===== src/rtl/csr_rmw_unit_if.sv =====
// Request/response handshake bundle between an instruction pipeline and csr_rmw_unit.
interface csr_rmw_unit_if #(
    parameter int unsigned C_XLEN = 32
);
    localparam int unsigned ADDR_W = 12;

    logic              req_valid_i;
    logic              req_ready_o;
    logic [1:0]        req_op_i;
    logic              req_imm_i;
    logic [ADDR_W-1:0] req_addr_i;
    logic [C_XLEN-1:0] req_src_i;
    logic              req_src_zero_i;
    logic              req_rd_zero_i;

    logic              rsp_valid_o;
    logic              rsp_ready_i;
    logic [C_XLEN-1:0] rsp_data_o;
    logic              rsp_exc_o;

    modport master (
        output req_valid_i, req_op_i, req_imm_i, req_addr_i, req_src_i,
               req_src_zero_i, req_rd_zero_i, rsp_ready_i,
        input  req_ready_o, rsp_valid_o, rsp_data_o, rsp_exc_o
    );

    modport slave (
        input  req_valid_i, req_op_i, req_imm_i, req_addr_i, req_src_i,
               req_src_zero_i, req_rd_zero_i, rsp_ready_i,
        output req_ready_o, rsp_valid_o, rsp_data_o, rsp_exc_o
    );
endinterface


===== src/rtl/csr_rmw_unit.sv =====
// CSR read-modify-write sequencer (CSRRW/CSRRS/CSRRC): IDLE -> READ -> WRITE -> RESP.
// Optional macro CSR_RMW_RO_CHECK_EN: flag writes to addr[11:10]=2'b11 locally as illegal.
module csr_rmw_unit #(
    parameter int unsigned C_XLEN = 32
) (
    input  logic              clk_i,
    input  logic              resetb_i,
    input  logic              clk_en_i,
    csr_rmw_unit_if.slave     bus,
    output logic              csr_rd_o,
    output logic [11:0]       csr_rd_addr_o,
    input  logic [C_XLEN-1:0] csr_rd_data_i,
    input  logic              csr_illegal_rd_i,
    output logic              csr_wr_o,
    output logic [11:0]       csr_wr_addr_o,
    output logic [C_XLEN-1:0] csr_wr_data_o,
    input  logic              csr_illegal_wr_i
);
    localparam int unsigned ADDR_W = 12;
    localparam int unsigned UIMM_W = 5;

    localparam logic [1:0] OP_ILL = 2'b00;
    localparam logic [1:0] OP_RW  = 2'b01;
    localparam logic [1:0] OP_RS  = 2'b10;
    localparam logic [1:0] OP_RC  = 2'b11;

    typedef enum logic [1:0] {
        S_IDLE  = 2'd0,
        S_READ  = 2'd1,
        S_WRITE = 2'd2,
        S_RESP  = 2'd3
    } state_t;

    state_t              state;
    state_t              state_nxt;

    logic [1:0]          op_q;
    logic [ADDR_W-1:0]   addr_q;
    logic [C_XLEN-1:0]   src_q;
    logic [C_XLEN-1:0]   old_q;
    logic                src_zero_q;
    logic                rd_zero_q;
    logic                exc_q;

    logic                accept_c;
    logic                read_en_c;
    logic                rd_exc_c;
    logic                wr_suppress_c;
    logic                ro_hit_c;
    logic                wr_exc_c;
    logic [C_XLEN-1:0]   src_fmt_c;
    logic [C_XLEN-1:0]   new_val_c;

    assign accept_c = (state == S_IDLE) && bus.req_valid_i && clk_en_i;

    // Immediate forms carry a 5-bit zero-extended uimm in the low source bits.
    assign src_fmt_c = bus.req_imm_i ? C_XLEN'(bus.req_src_i[UIMM_W-1:0]) : bus.req_src_i;

    // CSRRW with rd=x0 must not cause read side effects.
    assign read_en_c = !((op_q == OP_RW) && rd_zero_q);
    assign rd_exc_c  = (op_q == OP_ILL) || (read_en_c && csr_illegal_rd_i);

    assign wr_suppress_c = exc_q || (((op_q == OP_RS) || (op_q == OP_RC)) && src_zero_q);

`ifdef CSR_RMW_RO_CHECK_EN
    assign ro_hit_c = (addr_q[ADDR_W-1:ADDR_W-2] == 2'b11);
`else
    assign ro_hit_c = 1'b0;
`endif

    // A local read-only hit already flags the write, so csr_illegal_wr_i is moot there.
    assign wr_exc_c = !wr_suppress_c && (ro_hit_c || csr_illegal_wr_i);

    always_comb begin
        new_val_c = old_q & ~src_q;
        case (op_q)
            OP_RW:   new_val_c = src_q;
            OP_RS:   new_val_c = old_q | src_q;
            OP_RC:   new_val_c = old_q & ~src_q;
            default: new_val_c = old_q & ~src_q;
        endcase
    end

    // State register; clk_en_i low freezes the sequence.
    always_ff @(posedge clk_i or negedge resetb_i) begin
        if (!resetb_i) begin
            state <= S_IDLE;
        end else if (clk_en_i) begin
            state <= state_nxt;
        end
    end

    // Next-state logic.
    always_comb begin
        state_nxt = state;
        case (state)
            S_IDLE:  if (bus.req_valid_i) state_nxt = S_READ;
            S_READ:  state_nxt = S_WRITE;
            S_WRITE: state_nxt = S_RESP;
            S_RESP:  if (bus.rsp_ready_i) state_nxt = S_IDLE;
            default: state_nxt = S_IDLE;
        endcase
    end

    // Output decode; strobes are qualified by clk_en_i so a frozen cycle issues nothing.
    always_comb begin
        bus.req_ready_o  = 1'b0;
        bus.rsp_valid_o  = 1'b0;
        bus.rsp_data_o   = '0;
        bus.rsp_exc_o    = 1'b0;
        csr_rd_o         = 1'b0;
        csr_wr_o         = 1'b0;
        csr_rd_addr_o    = addr_q;
        csr_wr_addr_o    = addr_q;
        csr_wr_data_o    = new_val_c;
        case (state)
            S_IDLE:  bus.req_ready_o = resetb_i;
            S_READ:  csr_rd_o = clk_en_i && read_en_c;
            S_WRITE: csr_wr_o = clk_en_i && !wr_suppress_c && !ro_hit_c;
            S_RESP: begin
                bus.rsp_valid_o = 1'b1;
                bus.rsp_exc_o   = exc_q;
                bus.rsp_data_o  = exc_q ? '0 : old_q;
            end
            default: ;
        endcase
    end

    // Transaction context and captured old value.
    always_ff @(posedge clk_i or negedge resetb_i) begin
        if (!resetb_i) begin
            op_q       <= OP_ILL;
            addr_q     <= '0;
            src_q      <= '0;
            old_q      <= '0;
            src_zero_q <= 1'b0;
            rd_zero_q  <= 1'b0;
            exc_q      <= 1'b0;
        end else if (clk_en_i) begin
            if (accept_c) begin
                op_q       <= bus.req_op_i;
                addr_q     <= bus.req_addr_i;
                src_q      <= src_fmt_c;
                src_zero_q <= bus.req_src_zero_i;
                rd_zero_q  <= bus.req_rd_zero_i;
                exc_q      <= 1'b0;
            end else if (state == S_READ) begin
                old_q <= read_en_c ? csr_rd_data_i : '0;
                exc_q <= rd_exc_c;
            end else if (state == S_WRITE) begin
                exc_q <= exc_q || wr_exc_c;
            end
        end
    end
endmodule


===== src/flat_wrapper.sv =====
// flat-port wrapper written by rule: the top's interface ports become plain ports
module csr_rmw_unit_flat 
#(
    parameter int unsigned C_XLEN = 32
)
  (clk_i, resetb_i, clk_en_i, csr_rd_o, csr_rd_addr_o, csr_rd_data_i, csr_illegal_rd_i, csr_wr_o, csr_wr_addr_o, csr_wr_data_o, csr_illegal_wr_i, bus_req_valid_i, bus_req_op_i, bus_req_imm_i, bus_req_addr_i, bus_req_src_i, bus_req_src_zero_i, bus_req_rd_zero_i, bus_rsp_ready_i, bus_req_ready_o, bus_rsp_valid_o, bus_rsp_data_o, bus_rsp_exc_o);
  csr_rmw_unit_if #(.C_XLEN(C_XLEN)) bus_i ();
  input  logic clk_i;
  input  logic resetb_i;
  input  logic clk_en_i;
  output logic csr_rd_o;
  output logic [11:0] csr_rd_addr_o;
  input  logic [C_XLEN-1:0] csr_rd_data_i;
  input  logic csr_illegal_rd_i;
  output logic csr_wr_o;
  output logic [11:0] csr_wr_addr_o;
  output logic [C_XLEN-1:0] csr_wr_data_o;
  input  logic csr_illegal_wr_i;
  input wire logic [$bits(bus_i.req_valid_i)-1:0] bus_req_valid_i;
  input wire logic [$bits(bus_i.req_op_i)-1:0] bus_req_op_i;
  input wire logic [$bits(bus_i.req_imm_i)-1:0] bus_req_imm_i;
  input wire logic [$bits(bus_i.req_addr_i)-1:0] bus_req_addr_i;
  input wire logic [$bits(bus_i.req_src_i)-1:0] bus_req_src_i;
  input wire logic [$bits(bus_i.req_src_zero_i)-1:0] bus_req_src_zero_i;
  input wire logic [$bits(bus_i.req_rd_zero_i)-1:0] bus_req_rd_zero_i;
  input wire logic [$bits(bus_i.rsp_ready_i)-1:0] bus_rsp_ready_i;
  output wire logic [$bits(bus_i.req_ready_o)-1:0] bus_req_ready_o;
  output wire logic [$bits(bus_i.rsp_valid_o)-1:0] bus_rsp_valid_o;
  output wire logic [$bits(bus_i.rsp_data_o)-1:0] bus_rsp_data_o;
  output wire logic [$bits(bus_i.rsp_exc_o)-1:0] bus_rsp_exc_o;
  assign bus_i.req_valid_i = bus_req_valid_i;
  assign bus_i.req_op_i = bus_req_op_i;
  assign bus_i.req_imm_i = bus_req_imm_i;
  assign bus_i.req_addr_i = bus_req_addr_i;
  assign bus_i.req_src_i = bus_req_src_i;
  assign bus_i.req_src_zero_i = bus_req_src_zero_i;
  assign bus_i.req_rd_zero_i = bus_req_rd_zero_i;
  assign bus_i.rsp_ready_i = bus_rsp_ready_i;
  assign bus_req_ready_o = bus_i.req_ready_o;
  assign bus_rsp_valid_o = bus_i.rsp_valid_o;
  assign bus_rsp_data_o = bus_i.rsp_data_o;
  assign bus_rsp_exc_o = bus_i.rsp_exc_o;
  csr_rmw_unit #(.C_XLEN(C_XLEN)) u_core (.clk_i(clk_i), .resetb_i(resetb_i), .clk_en_i(clk_en_i), .bus(bus_i), .csr_rd_o(csr_rd_o), .csr_rd_addr_o(csr_rd_addr_o), .csr_rd_data_i(csr_rd_data_i), .csr_illegal_rd_i(csr_illegal_rd_i), .csr_wr_o(csr_wr_o), .csr_wr_addr_o(csr_wr_addr_o), .csr_wr_data_o(csr_wr_data_o), .csr_illegal_wr_i(csr_illegal_wr_i));
endmodule

===== config.mk =====
export PLATFORM = sky130hd
export DESIGN_NAME = csr_rmw_unit_flat
export DESIGN_NICKNAME = d
export VERILOG_FILES = /design/src/rtl/csr_rmw_unit_if.sv /design/src/rtl/csr_rmw_unit.sv /design/src/flat_wrapper.sv
export SDC_FILE = /design/constraint.sdc
export NUM_CORES = 1
export LEC_CHECK = 0
export ABC_CLOCK_PERIOD_IN_PS = 1920
export CAP_MARGIN = 20
export CORE_MARGIN = 3
export CORE_UTILIZATION = 39
export DETAILED_ROUTE_END_ITERATION = 8
export PLACE_DENSITY = 0.85
export SYNTH_ARGS = -nofsm -noshare
export SYNTH_HDL_FRONTEND = slang
export SYNTH_SLANG_ARGS = --single-unit
export TNS_END_PERCENT = 5

===== constraint.sdc =====
create_clock -name clk_i -period 1.92 [get_ports clk_i]
set_clock_uncertainty 0.05 [all_clocks]
set_input_delay 0.576 -clock clk_i [delete_from_list [all_inputs] [get_ports clk_i]]
set_output_delay 0.576 -clock clk_i [all_outputs]
set_load 0.005 [all_outputs]

* Word level (Yosys, flattened, before mapping) *
Index checks and enable logic that the tools add are counted.

cells by class
  equal/unequal tests = 8
  mux-type cells = 16
  bitwise gates (word level) = 4
  reduce and logical (&&, ||, !) cells = 21

operators by type and width
  kind                                                                   number
  32-bit two-way mux                                                     4
  32-bit one-hot mux with 2 select lines                                 1
  32-bit bitwise AND                                                     1
  32-bit inverter                                                        1
  32-bit OR                                                              1
  2-bit equality test, second input constant                             4
  1-bit logical AND                                                      8
  1-bit two-way mux                                                      8
  2-bit one-hot mux with 4 select lines                                  1
  3-bit AND reduction                                                    2
  2-bit by 1-bit equality test with 1-bit output, second input constant  2
  2-bit zero test                                                        2
  1-bit logical OR                                                       4
  2-bit two-way mux                                                      2
  2-bit != test, second input constant                                   2
  2-bit AND reduction                                                    2
  3-bit nonzero test                                                     1
  1-bit zero test                                                        2
  1-bit inverter                                                         1

word-level totals
  register bits after elaboration = 83
  output and inout bits = 93

* Logic depth before layout (Yosys ltp) *
  depth in word-level cells = 10
  depth in mapped cells = 7

* Worst setup path after synthesis *
OpenSTA, ideal clock, no wires.

  path type = register -> output
  start = register u_core.op_q[0]
  end = output csr_wr_data_o[0]
  arrival = 1386 ps
  slack = -92 ps
  cell stages (with the launch flop) = 7
  cells stage by stage = dfrtp_1 inv_1 ha_1 clkbuf_1 nor2b_1 buf_2 a21oi_1

on the way
  cells in the longest elaborated chain, start to end = 2
  elaborated cells between the ends (all ways) = 3

ends and longest elaborated chain
  element                                                                                RTL line             text
  start: declaration                                                                     csr_rmw_unit.sv:37   logic [1:0] op_q;
  start signal: assignment                                                               csr_rmw_unit.sv:141  op_q <= bus.req_op_i;
  2-bit equality test or 2-bit by 1-bit equality test with 1-bit output (tied branches)  csr_rmw_unit.sv:76   case (op_q)
  32-bit one-hot mux with 2 select lines *                                               csr_rmw_unit.sv:76
  end: declaration                                                                       flat_wrapper.sv:17   output logic [C_XLEN-1:0] csr_wr_data_o;

Mark *: on every way between the ends. The rest lies on a longest branch, timed or not.

* Final worst setup path *
  start = register u_core.op_q[1]
  end = output csr_wr_data_o[29]

Same word-level chain as after synthesis.

==> impl_metrics.json <==
{
  "violations": "setup timing",
  "firstDrtPassIters": 4,
  "die_h_um": 112.2,
  "drt_iter0_drc": 296,
  "min_path_type": "in -> async",
  "grt_antenna_before_repair": 1,
  "rows": 38,
  "layout_common_cells": "110 x clkdlybuf4s50_1, 83 x dfrtp_1, 58 x nand2_1",
  "yosysUniqueCellTypes": 32,
  "ant_nets": 0,
  "layout-drive-gt1-share_pct": 34.32,
  "hold_viol": 0,
  "grt_pass1_wl_um": 22490,
  "cts_sinks": 83,
  "power_frac_seq_pct": 26.5,
  "p_int_mw": 7.907,
  "synthMuxAreaShare_pct": 13.34,
  "synth_fp_nets": 519,
  "portBuffers": 180,
  "cts.clk_slew.worst_paths_ps": 60,
  "tightest_slew_ps": 566.5,
  "gp_congestion": 0.8722,
  "combPwrFrac_pct": 58.2,
  "grt_overflow": 0,
  "initial_utilization_pct": 40.24,
  "synth_compound_area_share_pct": 15.41,
  "crit_chain": "inv_2 -> ha_4 -> nor2b_4 -> buf_12 -> buf_6 -> a21oi_2 -> buf_2",
  "final_common_cell": "clkdlybuf4s50_1",
  "h-tree-depth": 3,
  "max-vdd-ir-drop_v": 0.0008520,
  "setup_total_negative_slack_ps": -25600,
  "power.switching_mw": 4.409,
  "syn_avg_cell_area_um2": 10.43,
  "crit_type": "reg -> out",
  "power_frac_clock_pct": 15.3,
  "drt-total-wl_um": 14470,
  "nNetsFinal": 734,
  "synthXorXnorAreaFrac_pct": 0,
  "grt_use_total_pct": 22.24,
  "power_density_mw_per_mm2": 1734,
  "p_sw_share_pct": 35.80,
  "ys_seq_area_share_pct": 47.20,
  "end_kind": "primary output",
  "fmax_mhz": 404.5,
  "routedWlPerCell_um": 18.52,
  "dp.final_hpwl_um": 9469,
  "drc": 0,
  "period_share_pct": 128.7,
  "clk_latency_ps": 330,
  "crit_arrival_ps": 1850,
  "cts.root.buffer_cell": "clkbuf_16",
  "crit_path_top_delay_cell": "dfrtp_1",
  "slew_headroom_pct": 62.23,
  "max-cap-violations": 0,
  "synthAdderAreaFrac_pct": 2.559,
  "placed_area_mm2": 0.006439,
  "clock_path_buffers": 2,
  "grt_pass1_vias": 4389,
  "setup_viol": 68,
  "die_w_um": 112.2,
  "synth_area_mm2": 0.004400,
  "setup_ws_ps": -551.9,
  "core-area_mm2": 0.01094,
  "cp_max_fo": 5,
  "fill_cells": 858,
  "area_delta_synth_final_pct": 61.39,
  "n_antenna_cell": 0,
  "ys_warn_count": 0,
  "synth_edf_count": 0,
  "crit_required_ps": 1290,
  "ff_latch_area_mm2": 0.002077,
  "num_io_pins": 181,
  "avgViaCountPerCell": 5.187,
  "ys.flop_type": "dfrtp_1",
  "synth_top_family_by_area": "compound AO/OA/AOI/OAI gates",
  "multiInputGateArea_mm2": 0.002186,
  "grt_max_degree": 46,
  "layout_min_cycle_time_ps": 2472,
  "synthCells": 422,
  "stdcell_area_mm2": 0.007102,
  "cts_tree": "built",
  "cts_buffers": 9,
  "rsz0062_at_grt": "yes",
  "outcome": "complete, but fails checks",
  "yosys.area_share.simple_pct": 14.81,
  "cpPeakStageDelay_ps": 390,
  "ys_ff_latch": 83,
  "start_kind": "register",
  "vias": 4051,
  "leakagePower_nw": 3.231,
  "postCtsHoldBufs": 0,
  "finalMaxSlewViolations": 0,
  "async_reset_ff_share_pct": 100.0,
  "die_area_mm2": 0.01259
}
==> cell families after synthesis <==
family          Yosys count
compound gates          101
mux                      54
flops                    83
fa+ha+maj                 9
buf+inv                  48
simple gates            127
==> metrics by stage <==
| step | total power [mW] | util, % | cells | setup WS, ps | hold WS (ps) |
|---|---|---|---|---|---|
| finish | 12.32 | 64.94 | 781 | -551.9 | 367.1 |
| global route | 13.00 | 64.94 | 781 | -621.3 | 407.8 |
| CTS | 11.93 | 65.03 | 776 | -555.8 | 380.9 |
| detailed placement | 8.929 | 58.88 | 735 | -812.0 | 436.2 |
| global placement | 8.695 | 58.88 | 735 | -717.2 | 427.4 |
| floorplan | 5.976 | - | 422 | 20.63 | 230.4 |
==> power groups by stage <==
stage | Clock, mW | Combinational (mW) | Sequential, mW
floorplan | 0 | 2.90 | 3.08
global placement | 0 | 5.52 | 3.17
detailed placement | 0 | 5.69 | 3.23
CTS | 1.91 | 6.79 | 3.23
global route | 1.97 | 7.68 | 3.35
finish | 1.88 | 7.17 | 3.27
==> Yosys cell counts (2+ instances only) <==
library cell / instances / area share, %
a21oi_1: 33 / 3.8
mux2_2: 17 / 4.4
inv_1: 6 / 0.51
nand2_1: 58 / 4.9
mux2_4: 5 / 1.7
buf_4: 12 / 2.0
ha_1: 9 / 2.6
clkbuf_1: 16 / 1.4
dfrtp_1: 83 / 47
a22o_2: 10 / 2.3
o21ai_0: 29 / 3.3
buf_6: 7 / 1.8
a22o_1: 22 / 4.4
buf_2: 5 / 0.57
nand2b_1: 28 / 4.0
mux2i_1: 32 / 7.3
and2_1: 34 / 4.8
nor2_1: 2 / 0.17
==> flip-flops by register name, indices dropped and copies added, names as in the netlist <==
register,count
u_core.csr_rd_addr_o,12
u_core.exc_q,1
u_core.old_q,32
u_core.op_q,2
u_core.rd_zero_q,1
u_core.src_q,32
u_core.src_zero_q,1
u_core.state,2
==> routing by layer <==
metal / routed length, um / GRT usage, %
met2: 7211 / 38.06
met4: 303 / 7.853
met1: 5903 / 26.98
met3: 1033 / 6.146
met5: 13 / 0
==> critical path: cells and delay by family (launching register included) <==
kind,cells,cell delay [ps]
AOI/OAI and AO/OA,1,40
adders and majority gates,1,340
DFF,1,390
and+or+nand+nor,1,280
buffers and inverters,4,460
==> path summary, 6_finish.rpt <==
path                                              from  slack (ps)  cells past startpoint                                  end
setup / recovery            u_core.op_q[1]$_DFFE_PN0P_        -550                      7                    csr_wr_data_o[29]
hold / removal                                resetb_i         370                      3  u_core.csr_rd_addr_o[0]$_DFFE_PN0P_
setup reg to reg           u_core.state[1]$_DFFE_PN0P_          90                      9         u_core.old_q[11]$_DFFE_PN0P_
hold reg to reg            u_core.src_q[8]$_DFFE_PN0P_         450                      2          u_core.src_q[8]$_DFFE_PN0P_
max in group asynchronous                     resetb_i        1030                      3  u_core.csr_rd_addr_o[6]$_DFFE_PN0P_
min in group clk_i         u_core.src_q[8]$_DFFE_PN0P_         450                      2          u_core.src_q[8]$_DFFE_PN0P_
==> what timing repair did <==
item / in CTS / in global routing
endpoints found under the setup margin: 69 / 69
gates cloned: 5 / 1
hold endpoints to repair: 0 / 0
setup buffers: 22 / 4
gates resized for setup: 256 / 61
pin swaps: 9 / 2
==> cell type report <==
class                   count  share of cell area, %
repair buffers            245                  32.56
multi-input cells         292                  30.78
flip-flops and latches     83                  29.25
clock buffers              10                  3.365
well taps                 140                  2.467
clock inverters             5                  1.198
inverters                   6                 0.3876
No activity file was read; power rests on OpenSTA's default activity.
==> variant 1, RTL diff (same settings) <==
The option `CSR_RMW_RO_CHECK_EN` is turned on by a define.
--- a/src/rtl/csr_rmw_unit.sv
+++ b/src/rtl/csr_rmw_unit.sv
@@ -2,2 +2,4 @@
 // Optional macro CSR_RMW_RO_CHECK_EN: flag writes to addr[11:10]=2'b11 locally as illegal.
+`define CSR_RMW_RO_CHECK_EN
+
 module csr_rmw_unit #(
Check against the original RTL: not equivalent (a bounded check fails within 4 cycles, from zero or initial values and one cycle with resetb_i low).
==> variant 1 against the original RTL <==
- the flow still finishes with violations (setup timing)
- cell count fell by 0.77%
- final area rose by 0.32%
- wire length rose by 5.9%
- critical path type unchanged
- synthesized area did not move
- largest cell class unchanged
- setup slack improved by 0.065 ns
- largest power group unchanged
- critical path depth fell by 3
- highest routed layer is now met4
- total power rose by 2.0%
- sequential cell count did not move
==> variant 1: results (changes against the original RTL) <==
metric	value	unit	change
status	finished, violations left		
violations	setup timing		
seq_power	3.28	mW	about the same
synth_cells	428		+1.4%
r2r-start	u_core.op_q[0]		
slowest_delay	0.49	ns	+0.10 ns
stdcell_count	775		-0.77%
irDropWorstVdd	0.933	mV	+9.5%
setup_viol_count_final	99		+46%
p_leak	3.34	nW	+3.2%
pre_cts_slack	-0.813	ns	-0.000976 ns
swShare	0.377		+0.0191
path_max_fanout	13		+8
grt_start_max_net_pins	51		+11%
arrival	1.78	ns	-0.07 ns
use_met1	0.287		+0.0174
gr-total-overflow	0		unchanged
wl	15300	um	+5.9%
relSlewSlack	0.580		-0.0419
met2_usage	0.423		+0.0421
p_per_area	1760	mW/mm^2	+1.7%
synthTopCellsByCount	dfrtp_1 (83), nand2_1 (60), a21oi_1 (33)		
grt_usage	0.238		+0.0156
place_hpwl	9870	um	+4.3%
grt_use_met3	0.0447		-0.0167
dp_cells	735		unchanged
clkPwrFrac	0.147		-0.006
first_global_vias	4567		+4.1%
grt_pass1_wl	23700	um	+5.4%
drive_gt1_frac	0.298		-0.0456
cp-startpoint	u_core.state[0]		
vias	4147		+2.4%
async_reset_ff_frac	1.00		unchanged
syn-num-nets	525		+1.2%
drt-initial-drc-count	303		+2.4%
antenna_found_initial	0		-1
gp_congestion	0.857		-1.7%
dr.pass1.iters	4		unchanged
worst_path_max_delay_cell	clkdlybuf4s50_1		
synth_cell_types	31		-3.1%
final.setup.worst_slack	-0.487	ns	+0.0650 ns
## variant 1: metrics by stage
step	TNS (ns)	cell area (um^2)	hold slack, ns	power (mW)	utilization
final	-20.56	7120	0.362	12.6	0.651
after global routing	-27.91	7120	0.412	13.3	0.651
after global placement	-38.50	6460	0.437	8.98	0.591
after detailed placement	-42.35	6460	0.438	9.24	0.591
after CTS	-26.89	7050	0.382	12.3	0.645
after floorplan	0	4420	0.230	6.06	-
## variant 1: routing by layer
layer,up-vias,wire [um],share of wire
met2,170,8020,0.52
li1,1894,-,-
met4,0,327,0.021
met1,2055,6060,0.40
met5,-,0,0
met3,28,920,0.060
## variant 1: worst paths after layout
path	to	slack, ns	cells past startpoint
worst min-delay path	u_core.src_q[8]	0.36	2
worst min register to register	u_core.csr_rd_addr_o[5]	0.48	1
max in group asynchronous	u_core.old_q[17]	0.57	3
min in group clk_i	u_core.csr_rd_addr_o[5]	0.48	1
worst max register to register	u_core.old_q[25]	-0.03	8
worst max-delay path	bus_rsp_data_o[5]	-0.49	4
## variant 1: layout make-up
type / count / area [um^2]
inverters: 7 / 26.3
fillers: 863 / 3810
repair buffers: 235 / 2280
clock inverters: 6 / 88.8
clock buffers: 10 / 229
flip-flops and latches: 83 / 2080
multi-input cells: 294 / 2240
well taps: 140 / 175
## variant 1: timing repair
action | CTS | global route
hold buffers | 0 | 0
pin swaps | 7 | 26
buffers inserted | 16 | 4
gates cloned | 5 | 2
setup endpoints to repair | 69 | 106
gates resized for setup | 194 | 82
## variant 1: cells by family after synthesis
| kind of cell | count (synthesis) | synth area share |
|---|---|---|
| adders and majority gates | 9 | 0.0256 |
| and+or+nand+nor | 129 | 0.150 |
| buffers and inverters | 52 | 0.0688 |
| DFF | 83 | 0.472 |
| AOI/OAI and AO/OA | 101 | 0.150 |
| muxes | 54 | 0.133 |
==> variant 2, RTL diff (same settings) <==
Without the edit above. The 4 states of `state_t` get a one-hot encoding in 4 bits.
--- a/src/rtl/csr_rmw_unit.sv
+++ b/src/rtl/csr_rmw_unit.sv
@@ -26,7 +26,7 @@
 
-    typedef enum logic [1:0] {
-        S_IDLE  = 2'd0,
-        S_READ  = 2'd1,
-        S_WRITE = 2'd2,
-        S_RESP  = 2'd3
+    typedef enum logic [3:0] {
+        S_IDLE  = 4'b0001,
+        S_READ  = 4'b0010,
+        S_WRITE = 4'b0100,
+        S_RESP  = 4'b1000
     } state_t;
Check against the original RTL: same outputs for any inputs over 4 cycles, from zero or initial values and one cycle with resetb_i low; so few cycles prove little.
==> variant 2 against the original RTL <==
- synthesized area increased by 0.71%
- first-iteration DRC count decreased by 33%
- wire length is 3.4% lower
- sequential cell count rose by 2
- sequential share of layout area is 0.87 points higher
- the run still ends with setup timing left
- largest cell class is now multi-input combinational cells
- cell count is 5.9% lower
- final area decreased by 0.48%
- setup slack worse by 0.15 ns
- largest power group unchanged
- global-route usage fell by 0.090 points
- total power is 12% lower
==> variant 2: results (changes against the original RTL) <==
metric	value	unit	change
clk_latency	0.33	ns	about the same
grt_usage	0.222		-0.000898
port_buffers	180		unchanged
final_nets	683		-6.9%
htree_levels	3		unchanged
dr.pass1.iters	4		unchanged
drive_gt1_frac	0.323		-0.0205
setup_tns	-41.49	ns	-15.89 ns
fin_hold_ws	0.364	ns	-0.00345 ns
dp_cells	708		-3.7%
place_hpwl	9150	um	-3.4%
slowest_delay	0.50	ns	+0.11 ns
wl_per_cell	19.0	um	+2.7%
met2_usage	0.381		about the same
wl	14000	um	-3.4%
r2r_cells	6		-3
worst_path_max_delay_cell	clkdlybuf4s50_1		
first_global_vias	4222		-3.8%
setup_viol_count_final	112		+65%
antenna_found_initial	0		-1
r2r_slack	-0.05	ns	-0.14 ns
pre_cts_slack	-1.05	ns	-0.237 ns
place_area	0.00651	mm^2	+1.1%
diodes	0		unchanged
syn-num-nets	490		-5.6%
tightest_slew	0.687	ns	+0.121 ns
seq_area_frac_synth	0.480		+0.00824
use_met1	0.278		+0.00781
grt_use_met3	0.0469		-0.0146
grt_pass1_wl	22100	um	-1.7%
violations	setup timing		
drt-initial-drc-count	197		-33%
ys.flop_type	dfrtp_1		
final.setup.worst_slack	-0.706	ns	-0.154 ns
status	finished, violations left		
synth.area.top_cells	dfrtp_1 (47%), mux2_2 (12%), mux2i_1 (7.0%)		
synthTopCellsByCount	dfrtp_1 (84), mux2_2 (48), and2_1 (34)		
p_leak	3.19	nW	-1.2%
synth_cell_types	33		+3.1%
irDropWorstVdd	0.742	mV	-13%
yosysWarnings	0		unchanged
grt_start_max_net_pins	52		+13%
synth.avg_cell_area	11.1	um^2	+6.8%
arrival	2.00	ns	+0.15 ns
clockBufferDepth	2		unchanged
root_buffer	clkbuf_16		
async_reset_ff_frac	1.00		unchanged
clk_pin_slew	0.06	ns	about the same
numCtsBuffers	9		unchanged
maxCapViolCount	0		unchanged
vias	3875		-4.3%
path_max_fanout	6		+1
gp_congestion	0.839		-3.9%
variant 2: cell count changes after synthesis, moves of 10 or more:
cell      before  now
mux2_2        17   48
nor2b_1        1   29
nand2_1       58   32
nand2b_1      28    2
o21ai_0       29    5
a22o_1        22   33
a22o_2        10    0
variant 2: cells by family (layout without fill, tap and decap cells):
group                    after synthesis  in the layout  share of synthesized area
AO/OA/AOI/OAI                         76             76                      0.119
adder cells (fa/ha/maj)                4              4                     0.0113
buffers and inverters                 47            244                     0.0601
flip-flops                            85             85                      0.480
multiplexers                          79             79                      0.192
AND/OR/NAND/NOR                      107            107                      0.137
variant 2: area by class of cell:
class / instances / area (um^2)
multi-input cells: 266 / 2210
well taps: 140 / 175
inverters: 6 / 22.5
fillers: 855 / 3920
repair buffers: 223 / 2210
flip-flops and latches: 85 / 2130
clock inverters: 4 / 72.6
clock buffers: 11 / 243
variant 2: timing repair:
item / in CTS / in global routing
pin swaps: 15 / 5
endpoints found under the setup margin: 150 / 88
gates cloned: 4 / 0
setup buffers: 12 / 1
resized for setup: 230 / 42
variant 2: worst paths after layout:
path / startpoint / to
max: u_core.state[1] / csr_wr_o
min: resetb_i / u_core.state[3]
max reg2reg: u_core.state[1] / u_core.src_q[17]
min reg2reg: u_core.src_zero_q / u_core.src_zero_q
max in group asynchronous: resetb_i / u_core.old_q[8]
min in group clk_i: u_core.src_zero_q / u_core.src_zero_q
variant 2: layer usage:
metal,part of all wire,vias up
met3,0.074,22
met4,0.018,0
li1,-,1770
met1,0.41,1916
met5,0,-
met2,0.50,167
variant 2: power breakdown:
part / switching (mW) / total [mW] / internal [mW]
Sequential: 0.726 / 3.37 / 2.64
Combinational: 2.29 / 5.62 / 3.34
Clock: 0.694 / 1.86 / 1.17
Total: 3.71 / 10.8 / 7.14
variant 2: worst max-delay path: cells and delay by family (launching register included):
kind | cells | cell delay, ns
buffers and inverters | 3 | 0.77
DFF | 1 | 0.39
and+or+nand+nor | 2 | 0.51
